==> config.mk <==
export PLATFORM = sky130hd
export DESIGN_NAME = qos_aging_queue_flat
export DESIGN_NICKNAME = d
export VERILOG_FILES = /design/src/rtl/qos_aging_queue_if.sv /design/src/rtl/qos_aging_queue.sv /design/src/flat_wrapper.sv
export SDC_FILE = /design/constraint.sdc
export NUM_CORES = 1
export LEC_CHECK = 0
export CORE_MARGIN = 3
export CORE_UTILIZATION = 51
export DETAILED_ROUTE_END_ITERATION = 8
export GPL_TIMING_DRIVEN = 0
export PLACE_DENSITY = 0.76
export SLEW_MARGIN = 30
export SYNTH_ARGS = -nofsm -noshare
export SYNTH_HDL_FRONTEND = slang
export SYNTH_SLANG_ARGS = --single-unit
==> constraint.sdc <==
create_clock -name clk_i -period 1.95 [get_ports clk_i]
set_input_delay 0.195 -clock clk_i [delete_from_list [all_inputs] [get_ports clk_i]]
set_output_delay 0.195 -clock clk_i [all_outputs]
set_load 0.02 [all_outputs]
==> src/rtl/qos_aging_queue_if.sv <==
// Shared QoS types and the request-path bundle between an upstream source,
// the per-requester aging queue and the fixed-priority arbiter.
package qos_aging_queue_pkg;

    typedef enum logic [1:0] {
        QOS_MEDIUM      = 2'd0,
        QOS_MEDIUM_HIGH = 2'd1,
        QOS_HIGH        = 2'd2,
        QOS_CRITICAL    = 2'd3
    } qos_level_e;

    typedef struct packed {
        logic       urgent;
        logic [2:0] stream_id;
        qos_level_e qos_level;
    } qos_config_t;

endpackage

interface qos_aging_queue_if #(
    parameter int unsigned DEPTH      = 4,
    parameter int unsigned DATA_WIDTH = 64
);
    import qos_aging_queue_pkg::*;

    localparam int unsigned CW = $clog2(DEPTH) + 1;

    logic                  flush_i;
    logic                  enq_valid_i;
    logic                  enq_ready_o;
    qos_config_t           enq_qos_config_i;
    logic [DATA_WIDTH-1:0] enq_data_i;
    logic                  req_valid_o;
    logic                  req_ready_i;
    qos_config_t           qos_config_o;
    logic [DATA_WIDTH-1:0] req_data_o;
    logic [CW-1:0]         count_o;
    logic                  escalated_o;

    modport slave (
        input  flush_i, enq_valid_i, enq_qos_config_i, enq_data_i, req_ready_i,
        output enq_ready_o, req_valid_o, qos_config_o, req_data_o, count_o, escalated_o
    );

    modport master (
        output flush_i, enq_valid_i, enq_qos_config_i, enq_data_i, req_ready_i,
        input  enq_ready_o, req_valid_o, qos_config_o, req_data_o, count_o, escalated_o
    );

endinterface

==> src/rtl/qos_aging_queue.sv <==
// In-order request buffer feeding one arbiter input; the head entry's QoS
// level is raised one step per AGE_THRESHOLD consecutive stalled cycles.
module qos_aging_queue #(
    parameter int unsigned DEPTH         = 4,
    parameter int unsigned DATA_WIDTH    = 64,
    parameter int unsigned AGE_THRESHOLD = 16
) (
    input  logic             clk_i,
    input  logic             rst_ni,
    qos_aging_queue_if.slave bus
);
    import qos_aging_queue_pkg::*;

    localparam int unsigned PW = $clog2(DEPTH);
    localparam int unsigned CW = $clog2(DEPTH) + 1;
    localparam int unsigned AW = $clog2(AGE_THRESHOLD + 1);

    localparam logic [CW-1:0] FULL_COUNT = CW'(DEPTH);
    localparam logic [AW-1:0] AGE_LAST   = AW'(AGE_THRESHOLD - 1);

    qos_config_t           cfg_mem  [DEPTH];
    logic [DATA_WIDTH-1:0] data_mem [DEPTH];

    logic [PW-1:0] rd_ptr;
    logic [PW-1:0] wr_ptr;
    logic [CW-1:0] count;
    logic [AW-1:0] age;
    logic          escalated;

    logic          not_empty;
    logic          not_full;
    logic          enq_ready;
    logic          push;
    logic          pop;
    logic          stall;
    logic          head_critical;
    logic          age_hit;
    qos_config_t   head_cfg;

    function automatic qos_level_e step_level(input qos_level_e lvl);
        case (lvl)
            QOS_MEDIUM:      return QOS_MEDIUM_HIGH;
            QOS_MEDIUM_HIGH: return QOS_HIGH;
            default:         return QOS_CRITICAL;
        endcase
    endfunction

    always_comb begin
        not_empty     = (count != '0);
        not_full      = (count != FULL_COUNT);
        // Ready is forced low while reset is held so nothing is accepted then.
        enq_ready     = rst_ni & not_full;
        push          = bus.enq_valid_i & enq_ready & ~bus.flush_i;
        pop           = not_empty & bus.req_ready_i & ~bus.flush_i;
        head_cfg      = cfg_mem[rd_ptr];
        head_critical = (head_cfg.qos_level == QOS_CRITICAL);
        stall         = not_empty & ~bus.req_ready_i & ~bus.flush_i;
        age_hit       = stall & ~head_critical & (age == AGE_LAST);
    end

    always_comb begin
        bus.enq_ready_o  = enq_ready;
        bus.req_valid_o  = not_empty;
        bus.count_o      = count;
        bus.qos_config_o = '0;
        bus.req_data_o   = '0;
        bus.escalated_o  = 1'b0;
        if (not_empty) begin
            bus.qos_config_o = head_cfg;
            bus.req_data_o   = data_mem[rd_ptr];
            bus.escalated_o  = escalated;
        end
    end

    // Escalation rewrites the head slot in place; it never collides with a
    // push because the write pointer only equals the read pointer when the
    // buffer is empty (no escalation) or full (no push).
    always_ff @(posedge clk_i or negedge rst_ni) begin
        if (!rst_ni) begin
            for (int unsigned i = 0; i < DEPTH; i++) begin
                cfg_mem[i]  <= '0;
                data_mem[i] <= '0;
            end
        end else begin
            if (push) begin
                cfg_mem[wr_ptr]  <= bus.enq_qos_config_i;
                data_mem[wr_ptr] <= bus.enq_data_i;
            end
            if (age_hit) begin
                cfg_mem[rd_ptr].qos_level <= step_level(head_cfg.qos_level);
            end
        end
    end

    always_ff @(posedge clk_i or negedge rst_ni) begin
        if (!rst_ni) begin
            rd_ptr <= '0;
            wr_ptr <= '0;
            count  <= '0;
        end else if (bus.flush_i) begin
            rd_ptr <= '0;
            wr_ptr <= '0;
            count  <= '0;
        end else begin
            if (push) begin
                wr_ptr <= wr_ptr + 1'b1;
            end
            if (pop) begin
                rd_ptr <= rd_ptr + 1'b1;
            end
            case ({push, pop})
                2'b10:   count <= count + 1'b1;
                2'b01:   count <= count - 1'b1;
                default: count <= count;
            endcase
        end
    end

    always_ff @(posedge clk_i or negedge rst_ni) begin
        if (!rst_ni) begin
            age       <= '0;
            escalated <= 1'b0;
        end else if (bus.flush_i || pop || !not_empty) begin
            age       <= '0;
            escalated <= 1'b0;
        end else if (head_critical) begin
            age <= '0;
        end else if (stall) begin
            if (age_hit) begin
                age       <= '0;
                escalated <= 1'b1;
            end else begin
                age <= age + 1'b1;
            end
        end
    end

endmodule

==> src/flat_wrapper.sv <==
// flat-port wrapper written by rule: the top's interface ports become plain ports
module qos_aging_queue_flat import qos_aging_queue_pkg::*;
#(
    parameter int unsigned DEPTH         = 4,
    parameter int unsigned DATA_WIDTH    = 64,
    parameter int unsigned AGE_THRESHOLD = 16
)
  (clk_i, rst_ni, bus_flush_i, bus_enq_valid_i, bus_enq_qos_config_i, bus_enq_data_i, bus_req_ready_i, bus_enq_ready_o, bus_req_valid_o, bus_qos_config_o, bus_req_data_o, bus_count_o, bus_escalated_o);
  qos_aging_queue_if #(.DEPTH(DEPTH), .DATA_WIDTH(DATA_WIDTH)) bus_i ();
  input  logic clk_i;
  input  logic rst_ni;
  input wire logic [$bits(bus_i.flush_i)-1:0] bus_flush_i;
  input wire logic [$bits(bus_i.enq_valid_i)-1:0] bus_enq_valid_i;
  input wire logic [$bits(bus_i.enq_qos_config_i)-1:0] bus_enq_qos_config_i;
  input wire logic [$bits(bus_i.enq_data_i)-1:0] bus_enq_data_i;
  input wire logic [$bits(bus_i.req_ready_i)-1:0] bus_req_ready_i;
  output wire logic [$bits(bus_i.enq_ready_o)-1:0] bus_enq_ready_o;
  output wire logic [$bits(bus_i.req_valid_o)-1:0] bus_req_valid_o;
  output wire logic [$bits(bus_i.qos_config_o)-1:0] bus_qos_config_o;
  output wire logic [$bits(bus_i.req_data_o)-1:0] bus_req_data_o;
  output wire logic [$bits(bus_i.count_o)-1:0] bus_count_o;
  output wire logic [$bits(bus_i.escalated_o)-1:0] bus_escalated_o;
  assign bus_i.flush_i = bus_flush_i;
  assign bus_i.enq_valid_i = bus_enq_valid_i;
  assign bus_i.enq_qos_config_i = bus_enq_qos_config_i;
  assign bus_i.enq_data_i = bus_enq_data_i;
  assign bus_i.req_ready_i = bus_req_ready_i;
  assign bus_enq_ready_o = bus_i.enq_ready_o;
  assign bus_req_valid_o = bus_i.req_valid_o;
  assign bus_qos_config_o = bus_i.qos_config_o;
  assign bus_req_data_o = bus_i.req_data_o;
  assign bus_count_o = bus_i.count_o;
  assign bus_escalated_o = bus_i.escalated_o;
  qos_aging_queue #(.DEPTH(DEPTH), .DATA_WIDTH(DATA_WIDTH), .AGE_THRESHOLD(AGE_THRESHOLD)) u_core (.clk_i(clk_i), .rst_ni(rst_ni), .bus(bus_i));
endmodule
==> flow_summary.yaml <==
grt:
  grt_max_degree: 87
  grt_usage_pct: 21.2
  grt_pass1_wl_mm: 47.8
  antenna_found_initial: 0
  grt_pass1_vias: 8645
  grt_overflow: 0
synth:
  ys_warn_count: 0
  ys_seq_area_share_pct: 54.7
  ys.flop_type: "dfrtp_1"
  synth_fp_nets: 942
  synth_area_um2: 13400
  ys_ff_latch: 293
  synth_common_cells: "dfrtp_1 (293), mux2_2 (272), and2_1 (73)"
  synth_top_area_cell: "dfrtp_1"
  yosysTopAreaCellShare_pct: 54.7
  yosysUniqueCellTypes: 37
  synth_area_leaders: "dfrtp_1 (55%), mux2_2 (23%), mux4_2 (12%), and2_1 (3.4%), mux2i_1 (1.3%)"
  yosysMostFrequentCell: "dfrtp_1"
  ys_async_sr_fraction_pct: 100
  syn_avg_cell_area_um2: 15.7
  synthesis.instances: 857
  synth_edf_count: 0
final_layout:
  antennaDiodeCount: 0
  fin_nets: 1178
  drive_gt1_share_pct: 59.7
  areaGrowthSynthToFinish_pct: 32.0
  final_core_util_pct: 69.3
  fillers: 1718
  stdcell_count: 1441
setup_path:
  crit_chain: "buf_12, buf_6, clkbuf_16, mux4_2, and2_1, buf_2"
  r2r_cells: 7
  worst_path_largest_cell_delay_ns: 0.49
  cp.required_ns: 1.75
  crit_family: "buffers and inverters"
  start_kind: "register"
  path_class: "register to output pin"
  worstPathArrival_ns: 2.21
  endpoint_kind: "output pin"
  cp_num_cells: 6
  path_max_fanout: 7
  path_buf_inv: 4
  cp_slowest_cell: "mux4_2"
power:
  powerDensity_nw_per_um2: 1200
  irDropWorstVdd_v: 0.000838
  leakage_nw: 8.21
detailed_routing:
  vias: 8096
  drtIter0Drc: 436
  via_per_inst: 5.62
  wl_mm: 30.7
  antenna_left: 0
  routedWlPerCell_um: 21.3
  drtPass1Iterations: 4
  drc: 0
sta:
  worst_slew_pin_slew_ns: 0.522
  rsz0062_at_grt: "yes"
  worst_slack_ns: -0.456
  fmax_mhz: 416
  hold_violations: 0
  finalCritPeriodShare_pct: 123
  slew_headroom_pct: 65.2
  setup_viol: 352
  maxSlewViolCount: 0
  fin_skew_ns: 0.0106
  period_minus_slack_ns: 2.41
run_status:
  outcome: "finished, violations left"
  failed_checks: "negative setup slack"
die:
  die_area_um2: 28300
  fp.dieH_um: 168
  die-width_um: 168
  ios: 151
  initial_core_util_pct: 52.5
  rows: 58
  core_area_um2: 25500
clocking:
  h-tree-depth: 1
  cts_buffer_depth: 3
  root_buffer: "clkbuf_16"
  cts-buffers-inserted: 31
  cts_sinks: 293
  clkLatencyLatePin_ns: 0.55
  cts_tree: "built"
  clk_pin_slew_worst_paths_ns: 0.06
hold_path:
  hold_depth: 6
  hp-class: "input port to register"
place:
  dp_hpwl_mm: 18.3
  gp_routability_congestion: 0.746
  port_buffers: 150
  dp.cells: 1340
job:
  drv_cap: 0
[flip-flops by register name (all words and copies together) (netlist names)]
signal / flops
u_core.age: 5
u_core.rd_ptr: 2
u_core.escalated: 1
u_core.bus.count_o: 3
u_core.data_mem: 256
u_core.wr_ptr: 2
u_core.cfg_mem: 24
[final timing paths]
path | startpoint | slack (ns) | end
worst max-delay path | u_core.rd_ptr[0]$_DFFE_PN0P_ | -0.46 | bus_req_data_o[47]
worst min-delay path | rst_ni | 0.28 | u_core.wr_ptr[0]$_DFFE_PN0P_
worst max register to register | u_core.rd_ptr[0]$_DFFE_PN0P_ | -0.39 | u_core.cfg_mem[6]$_DFF_PN0_
worst min register to register | u_core.age[0]$_DFFE_PN0P_ | 0.47 | u_core.age[0]$_DFFE_PN0P_
max in group asynchronous | rst_ni | 0.79 | u_core.data_mem[160]$_DFFE_PN0P_
min in group asynchronous | rst_ni | 0.39 | u_core.data_mem[249]$_DFFE_PN0P_
[report_power, final]
| part | switching, mW | leakage (nW) | internal, mW |
|---|---|---|---|
| Combinational | 2.84 | 3.89 | 4.37 |
| Sequential | 0.672 | 3.82 | 7.40 |
| Clock | 2.34 | 0.500 | 3.56 |
| Total | 5.85 | 8.21 | 15.3 |
[routing by layer]
metal / wire length (um) / share of wire [%] / track usage [%]
met5: 0 / 0 / 0
met4: 710 / 2.3 / 4.38
met3: 1190 / 3.9 / 3.33
met2: 15400 / 50 / 35.5
met1: 13400 / 44 / 29.8
[layout make-up]
cell class,instances,area (um^2),area share [%]
sequential,293,7340,41.4
multi-input combinational,503,6070,34.3
clock buffer,39,846,4.77
clock inverter,12,166,0.939
timing repair buffer,207,2290,12.9
inverter,5,18.8,0.106
tap,330,413,2.33
buffer,52,569,3.21
[worst min-delay path, stage by stage]
cell	delay, ns
buf_12	0.10
buf_16	0.12
nand2_1	0.11
a21oi_2	0.08
xnor2_1	0.14
nor2_1	0.04
[through the flow]
step | power [mW] | hold slack (ns) | cell area [um^2] | setup WS (ns) | setup TNS (ns)
detailed placement | 13.8 | 0.169 | 15400 | -1.07 | -345.86
finish | 21.2 | 0.282 | 17700 | -0.456 | -104.95
global route | 22.2 | 0.329 | 17700 | -0.514 | -131.57
CTS | 20.7 | 0.264 | 17200 | -0.517 | -111.66
global placement | 13.7 | 0.456 | 15300 | -12.23 | -6768.54
floorplan | 11.7 | -0.101 | 13400 | -0.0430 | -8.61
[cell usage in the layout (no fill, tap or decap), types with 2 or more instances in the layout]
cell and count:
mux2i_1 17, and2_1 7, bufinv_16 4, bufbuf_16 2
nand2_1 4, clkbuf_16 36, buf_6 79, buf_4 58
buf_16 5, nor3_2 3, inv_1 4, clkdlybuf4s50_1 75
clkbuf_8 7, dfrtp_2 3, nor2b_1 2, mux4_2 70
clkinv_2 6, a21oi_2 2, nand3_1 3, xnor2_1 3
o21ai_0 3, mux2_2 272, nand3_4 5, buf_12 14
buf_2 7, dlygate4sd3_1 2, dfrtp_1 290, clkbuf_4 4
nor2_1 9, a21oi_1 3, and2_4 70, clkbuf_1 5
buf_8 2, ha_1 9
[repair_timing]
action	4_1_cts	5_1_grt
gates cloned	7	2
buffers inserted	23	23
hold endpoints to repair	175	114
endpoints found under the setup margin	361	361
resized for setup	519	127
pin swaps	31	37
hold buffers	4	1
[cells by family after synthesis]
kind of cell             count (synthesis)  synth area share, %
buffers and inverters                   61                 2.18
AO/OA/AOI/OAI                           14                0.765
AND/OR/NAND/NOR                        116                 5.30
multiplexers                           359                 35.9
flip-flops                             293                 54.7
XOR/XNOR                                 4                0.261
adder cells (fa/ha/maj)                 10                0.989
Note: power is estimated with default switching activity, not from simulation.
